`config.mk`:
```
export PLATFORM = sky130hd
export DESIGN_NAME = sample_serializer
export DESIGN_NICKNAME = d
export VERILOG_FILES = /design/src/rtl/dsp_pkg.sv /design/src/rtl/sample_fifo.sv /design/src/rtl/sample_serializer.sv
export SDC_FILE = /design/constraint.sdc
export NUM_CORES = 1
export LEC_CHECK = 0
export BUFFER_PORTS_ARGS = -buffer_cell sky130_fd_sc_hd__buf_2
export CAP_MARGIN = 30
export CORE_ASPECT_RATIO = 2
export CORE_MARGIN = 5
export CORE_UTILIZATION = 60
export CTS_CLUSTER_DIAMETER = 40
export DETAILED_ROUTE_END_ITERATION = 16
export PLACE_DENSITY = 0.8
export SLEW_MARGIN = 20
export SYNTH_ARGS = -nofsm -noshare
export SYNTH_HDL_FRONTEND = slang
export SYNTH_HIERARCHICAL = 1
export SYNTH_SLANG_ARGS = --single-unit
```
`constraint.sdc`:
```
create_clock -name sys_clk -period 5.65 [get_ports sys_clk]
set_input_delay 1.695 -clock sys_clk [delete_from_list [all_inputs] [get_ports sys_clk]]
set_output_delay 1.695 -clock sys_clk [all_outputs]
set_load 0.005 [all_outputs]
```
`src/rtl/dsp_pkg.sv`:
```
// rtl/dsp_pkg.sv - shared sample width, frame size, serializer state and sample type
package dsp_pkg;

    localparam int DEF_SAMPLE_W = 16;
    localparam int FRAME_BITS   = 2 * DEF_SAMPLE_W;

    typedef enum logic [1:0] {
        IDLE,
        RUN,
        DRAIN
    } ser_state_t;

    typedef logic signed [DEF_SAMPLE_W-1:0] sample_t;

endpackage

```
`src/rtl/sample_fifo.sv`:
```
// rtl/sample_fifo.sv - pointer-based first-word-fall-through sample buffer
module sample_fifo #(
    parameter int DEPTH = 2,
    parameter int WIDTH = 16
) (
    input  logic             sys_clk,
    input  logic             reset,
    input  logic             push,
    input  logic             pop,
    input  logic [WIDTH-1:0] din,
    output logic [WIDTH-1:0] dout,
    output logic             full,
    output logic             empty
);

    localparam int AW = $clog2(DEPTH);

    logic [WIDTH-1:0] mem [DEPTH];
    logic [AW:0]      wr_ptr;
    logic [AW:0]      rd_ptr;
    logic             do_push;
    logic             do_pop;

    assign empty   = (wr_ptr == rd_ptr);
    assign full    = (wr_ptr[AW] != rd_ptr[AW]) && (wr_ptr[AW-1:0] == rd_ptr[AW-1:0]);
    // A pop frees a slot in the same cycle, so a full FIFO still accepts a push.
    assign do_pop  = pop && !empty;
    assign do_push = push && (!full || do_pop);
    assign dout    = mem[rd_ptr[AW-1:0]];

    always_ff @(posedge sys_clk or negedge reset) begin
        if (!reset) begin
            wr_ptr <= '0;
            rd_ptr <= '0;
        end else begin
            if (do_push) wr_ptr <= wr_ptr + (AW+1)'(1);
            if (do_pop)  rd_ptr <= rd_ptr + (AW+1)'(1);
        end
    end

    always_ff @(posedge sys_clk) begin
        if (do_push) mem[wr_ptr[AW-1:0]] <= din;
    end

endmodule

```
`src/rtl/sample_serializer.sv`:
```
// rtl/sample_serializer.sv - buffers filtered samples and serializes them onto a left-justified stereo DAC link
module sample_serializer #(
    parameter int SAMPLE_W   = dsp_pkg::DEF_SAMPLE_W,
    parameter int BCLK_DIV   = 12,
    parameter int FIFO_DEPTH = 2
) (
    input  logic                sys_clk,
    input  logic                reset,
    input  logic                en,
    input  logic [SAMPLE_W-1:0] sample_in,
    input  logic                sample_valid,
    input  logic                clr_flags,
    output logic                dac_bclk,
    output logic                dac_lrclk,
    output logic                dac_sdata,
    output logic                busy,
    output logic                overrun,
    output logic                underrun
);
    import dsp_pkg::*;

    localparam int FRAME_W = 2 * SAMPLE_W;
    localparam int BIT_W   = $clog2(FRAME_W);
    localparam int DIV_W   = $clog2(BCLK_DIV + 1);

    ser_state_t          state;
    logic [DIV_W-1:0]    div_cnt;
    logic [BIT_W-1:0]    bit_cnt;
    logic [BIT_W-1:0]    next_bit;
    logic [BIT_W-2:0]    sel;
    logic [SAMPLE_W-1:0] frame_reg;
    logic [SAMPLE_W-1:0] fifo_dout;
    logic                fifo_full;
    logic                fifo_empty;
    logic                fifo_pop;
    logic                tc, fall, wrap, cont, start, drop, starve;

    sample_fifo #(
        .DEPTH (FIFO_DEPTH),
        .WIDTH (SAMPLE_W)
    ) u_fifo (
        .sys_clk (sys_clk),
        .reset   (reset),
        .push    (sample_valid),
        .pop     (fifo_pop),
        .din     (sample_in),
        .dout    (fifo_dout),
        .full    (fifo_full),
        .empty   (fifo_empty)
    );

    always_comb begin
        tc       = (div_cnt == DIV_W'(BCLK_DIV - 1));
        fall     = (state != IDLE) && tc && dac_bclk;
        wrap     = fall && (bit_cnt == BIT_W'(FRAME_W - 1));
        next_bit = wrap ? '0 : bit_cnt + BIT_W'(1);
        sel      = (BIT_W-1)'(SAMPLE_W - 1) - next_bit[BIT_W-2:0];
        // DRAIN with en back high behaves exactly like RUN at the frame boundary.
        cont     = (state == RUN) || ((state == DRAIN) && en);
        start    = (state == IDLE) && en && !fifo_empty;
        fifo_pop = start || (wrap && cont && !fifo_empty);
        starve   = wrap && cont && fifo_empty;
        drop     = sample_valid && fifo_full && !fifo_pop;
    end

    assign busy = (state != IDLE);

    always_ff @(posedge sys_clk or negedge reset) begin
        if (!reset) begin
            state     <= IDLE;
            div_cnt   <= '0;
            bit_cnt   <= '0;
            frame_reg <= '0;
            dac_bclk  <= 1'b0;
            dac_lrclk <= 1'b0;
            dac_sdata <= 1'b0;
        end else begin
            case (state)
                IDLE: begin
                    dac_bclk  <= 1'b0;
                    dac_lrclk <= 1'b0;
                    dac_sdata <= 1'b0;
                    if (start) begin
                        frame_reg <= fifo_dout;
                        dac_sdata <= fifo_dout[SAMPLE_W-1];
                        bit_cnt   <= '0;
                        div_cnt   <= '0;
                        state     <= RUN;
                    end
                end
                RUN, DRAIN: begin
                    if ((state == RUN) && !en)        state <= DRAIN;
                    else if ((state == DRAIN) && en)  state <= RUN;
                    if (tc) begin
                        div_cnt  <= '0;
                        dac_bclk <= ~dac_bclk;
                        // Data and word select change with the falling bclk toggle.
                        if (dac_bclk) begin
                            bit_cnt   <= next_bit;
                            dac_lrclk <= next_bit[BIT_W-1];
                            dac_sdata <= frame_reg[sel];
                            if (wrap) begin
                                if (!cont) begin
                                    state     <= IDLE;
                                    dac_lrclk <= 1'b0;
                                    dac_sdata <= 1'b0;
                                end else if (!fifo_empty) begin
                                    frame_reg <= fifo_dout;
                                    dac_sdata <= fifo_dout[SAMPLE_W-1];
                                end
                            end
                        end
                    end else begin
                        div_cnt <= div_cnt + DIV_W'(1);
                    end
                end
                default: state <= IDLE;
            endcase
        end
    end

    always_ff @(posedge sys_clk or negedge reset) begin
        if (!reset) begin
            overrun  <= 1'b0;
            underrun <= 1'b0;
        end else begin
            overrun  <= (overrun  && !clr_flags) || drop;
            underrun <= (underrun && !clr_flags) || starve;
        end
    end

endmodule

```
==> results.yml <==
outcome:
  status: "complete, no violations"
yosys:
  synth_nets: 278
  yosysTopAreaCellShare_pct: 29.73
  ys_top_cells_by_count: "dfrtp_1, edfxtp_1, mux2_2, nand2_1, nor2_1"
  synth.avg_cell_area_um2: 12.93
  ys_ff_latch: 68
  seq_area_frac_synth_pct: 57.61
  synth_flop_cell: "dfrtp_1"
  synth_most_common_cell: "dfrtp_1"
  synth_warnings: 6
  synth_area_leaders: "edfxtp_1, dfrtp_1, mux2_2"
  synth-edff-count: 32
  synthArstFlopShare_pct: 52.94
  synth_area_um2: 3232
  synthCells: 250
  synth_area_leader_cell: "edfxtp_1"
  yosysUniqueCellTypes: 47
placement:
  dp_cells: 326
  dp_hpwl_mm: 4.057
  place.port_buffers: 26
  place_congestion: 0.8895
sta:
  fin_crit_sh_pct: 68.40
  relSlewSlack_pct: 43.60
  setup_tns_ps: 0
  period_needed_ps: 3865
  rsz0062_at_grt: "no"
  max_freq_mhz: 258.8
  clock_skew_ps: 9.162
  slew_violations: 0
  tightestPinTransition_ps: 837.1
  hold_viol: 0
  setup_viol: 0
power:
  powerDensity_nw_per_um2: 606.3
  p_leak_nw: 1.535
  peakVddDrop_mv: 0.4981
floorplan:
  die_area_um2: 7043
  std_cell_rows: 37
  die_h_um: 113.8
  die_w_um: 61.90
  ios: 27
  initial_core_util_pct: 62.33
  core_um2: 5185
detailed_routing:
  viasPerCell: 5.845
  firstDrtPassIters: 4
  drc: 0
  wl_mm: 5.651
  wl_per_cell_um: 16.52
  route.met3.wl_um: 184
  dr_wl_met2_mm: 3.247
  top_layer: "met4"
  initialDrtViolationCount: 98
  ant_nets: 0
  dr_total_vias: 1999
  wl_met1_mm: 2.057
critical_path:
  arrival_ps: 3910
  cp-end-kind: "flip-flop"
  cp.required_ps: 5700
  crit_type: "input port to flip-flop"
  path_max_fanout: 10
  cp-start-kind: "input port"
layout:
  nets: 307
  layout-drive-gt1-share_pct: 29.93
  largest_reg_flops: 32
  area_growth_pct: 11.77
  antenna_cells: 0
  instances_no_fill: 342
  fillCellCount: 389
clock_tree:
  clk_latency_ps: 350
  cts_resized: 0
  cts_buffers: 9
  cts.sinks: 68
  cts_tree: "done"
  cts-htree-levels: 3
  postCtsSetupBuffers: 0
  clockBufferDepth: 2
  cts_root_buf: "clkbuf_8"
  clk_pin_slew_ps: 70
  hold_buffers: 0
job:
  drv_cap: 0
grt:
  grt-ovfl-total: 0
  grt_usage_pct: 18.55
  antenna_found_initial: 0
  grt_pass1_vias: 2101
  grt_max_degree: 37
  grt_pass1_wl_mm: 9.301
worst_hold_path:
  hold_class: "flip-flop to flip-flop"
==> routing by layer <==
layer | up-vias | global-route usage (%)
li1 | 983 | -
met1 | 974 | 18.62
met2 | 33 | 32.12
met3 | 9 | 6.116
met4 | 0 | 9.632
met5 | - | 0
==> cells in the final DEF, fill, tap and decap left out, types with 2 or more instances in the layout <==
cell type,instances
nor3_1,4
a21oi_1,11
nand3b_1,2
clkinvlp_4,2
o32ai_1,2
buf_2,26
dfrtp_1,36
xnor2_1,2
clkbuf_8,10
nor2b_1,2
ha_1,7
o22ai_1,4
nand3_1,5
nor2_1,15
mux2i_1,4
o21ai_0,10
nor3b_1,2
inv_1,12
mux2_2,26
nand4b_1,2
o21bai_1,2
edfxtp_1,32
a32o_1,2
nand2_1,21
mux2_4,8
buf_4,2
bufinv_16,2
nand2b_1,2
xor2_1,2
a22o_1,6
a31oi_1,3
==> cell type report <==
cell class / instances / area (um2) / share of cell area [%]
Tap cell: 58 / 72.57 / 2.009
Inverter: 12 / 45.04 / 1.247
Clock buffer: 10 / 137.6 / 3.810
Sequential cell: 68 / 1862 / 51.54
Timing Repair Buffer: 28 / 145.1 / 4.018
Clock inverter: 6 / 87.58 / 2.425
Multi-Input combinational cell: 160 / 1262 / 34.95
==> through the flow <==
step / hold slack (ps) / setup slack (ps) / area (um2) / util, % / total power (W)
after global routing: 531.1 / 1634 / 3612 / 69.67 / 0.002341
after floorplan: 461.7 / 1303 / 3232 / - / 0.001612
after CTS: 515.5 / 1795 / 3612 / 69.67 / 0.002216
after detailed placement: 499.3 / 1417 / 3387 / 65.32 / 0.001764
final: 516.7 / 1785 / 3612 / 69.67 / 0.002190
after global placement: 489.0 / 1264 / 3379 / 65.18 / 0.001716
==> power breakdown <==
| part | internal [W] | switching (W) | leakage (nW) |
|---|---|---|---|
| registers | 0.000703 | 0.000135 | 0.748 |
| clock network | 0.000259 | 0.000180 | 0.106 |
| logic | 0.000464 | 0.000449 | 0.682 |
==> kinds of logic (layout without fill, tap and decap cells) <==
family          Yosys count  after routing  share of synthesized area [%]
fa+ha+maj                 7              7                          2.710
buf+inv                  22             56                          3.484
xor+xnor                  5              5                          1.588
mux                      39             39                          14.71
compound gates           48             48                          10.26
flops                    68             68                          57.61
simple gates             61             61                          9.640
==> critical path: stages <==
cell and delay (ps):
buf_2 120, a21oi_1 80, or3_4 350, o21ai_0 670, nor3_1 200, nor3_2 490, buf_4 300
==> path summary, 6_finish.rpt <==
path	start	to	slack, ps	cells after the start
min in group asynchronous	reset	frame_reg[15]$_DFFE_PN0P_	1430	1
max reg2reg	bit_cnt[0]$_DFFE_PN0P_	u_fifo/mem[0][7]$_DFFE_PP_	1910	9
max	en	u_fifo/mem[0][7]$_DFFE_PP_	1790	7
max in group asynchronous	reset	u_fifo/wr_ptr[0]$_DFFE_PN0P_	3700	1
min	frame_reg[11]$_DFFE_PN0P_	frame_reg[11]$_DFFE_PN0P_	520	1
min reg2reg	frame_reg[11]$_DFFE_PN0P_	frame_reg[11]$_DFFE_PN0P_	520	1
No activity file was read; power rests on OpenSTA's default activity.
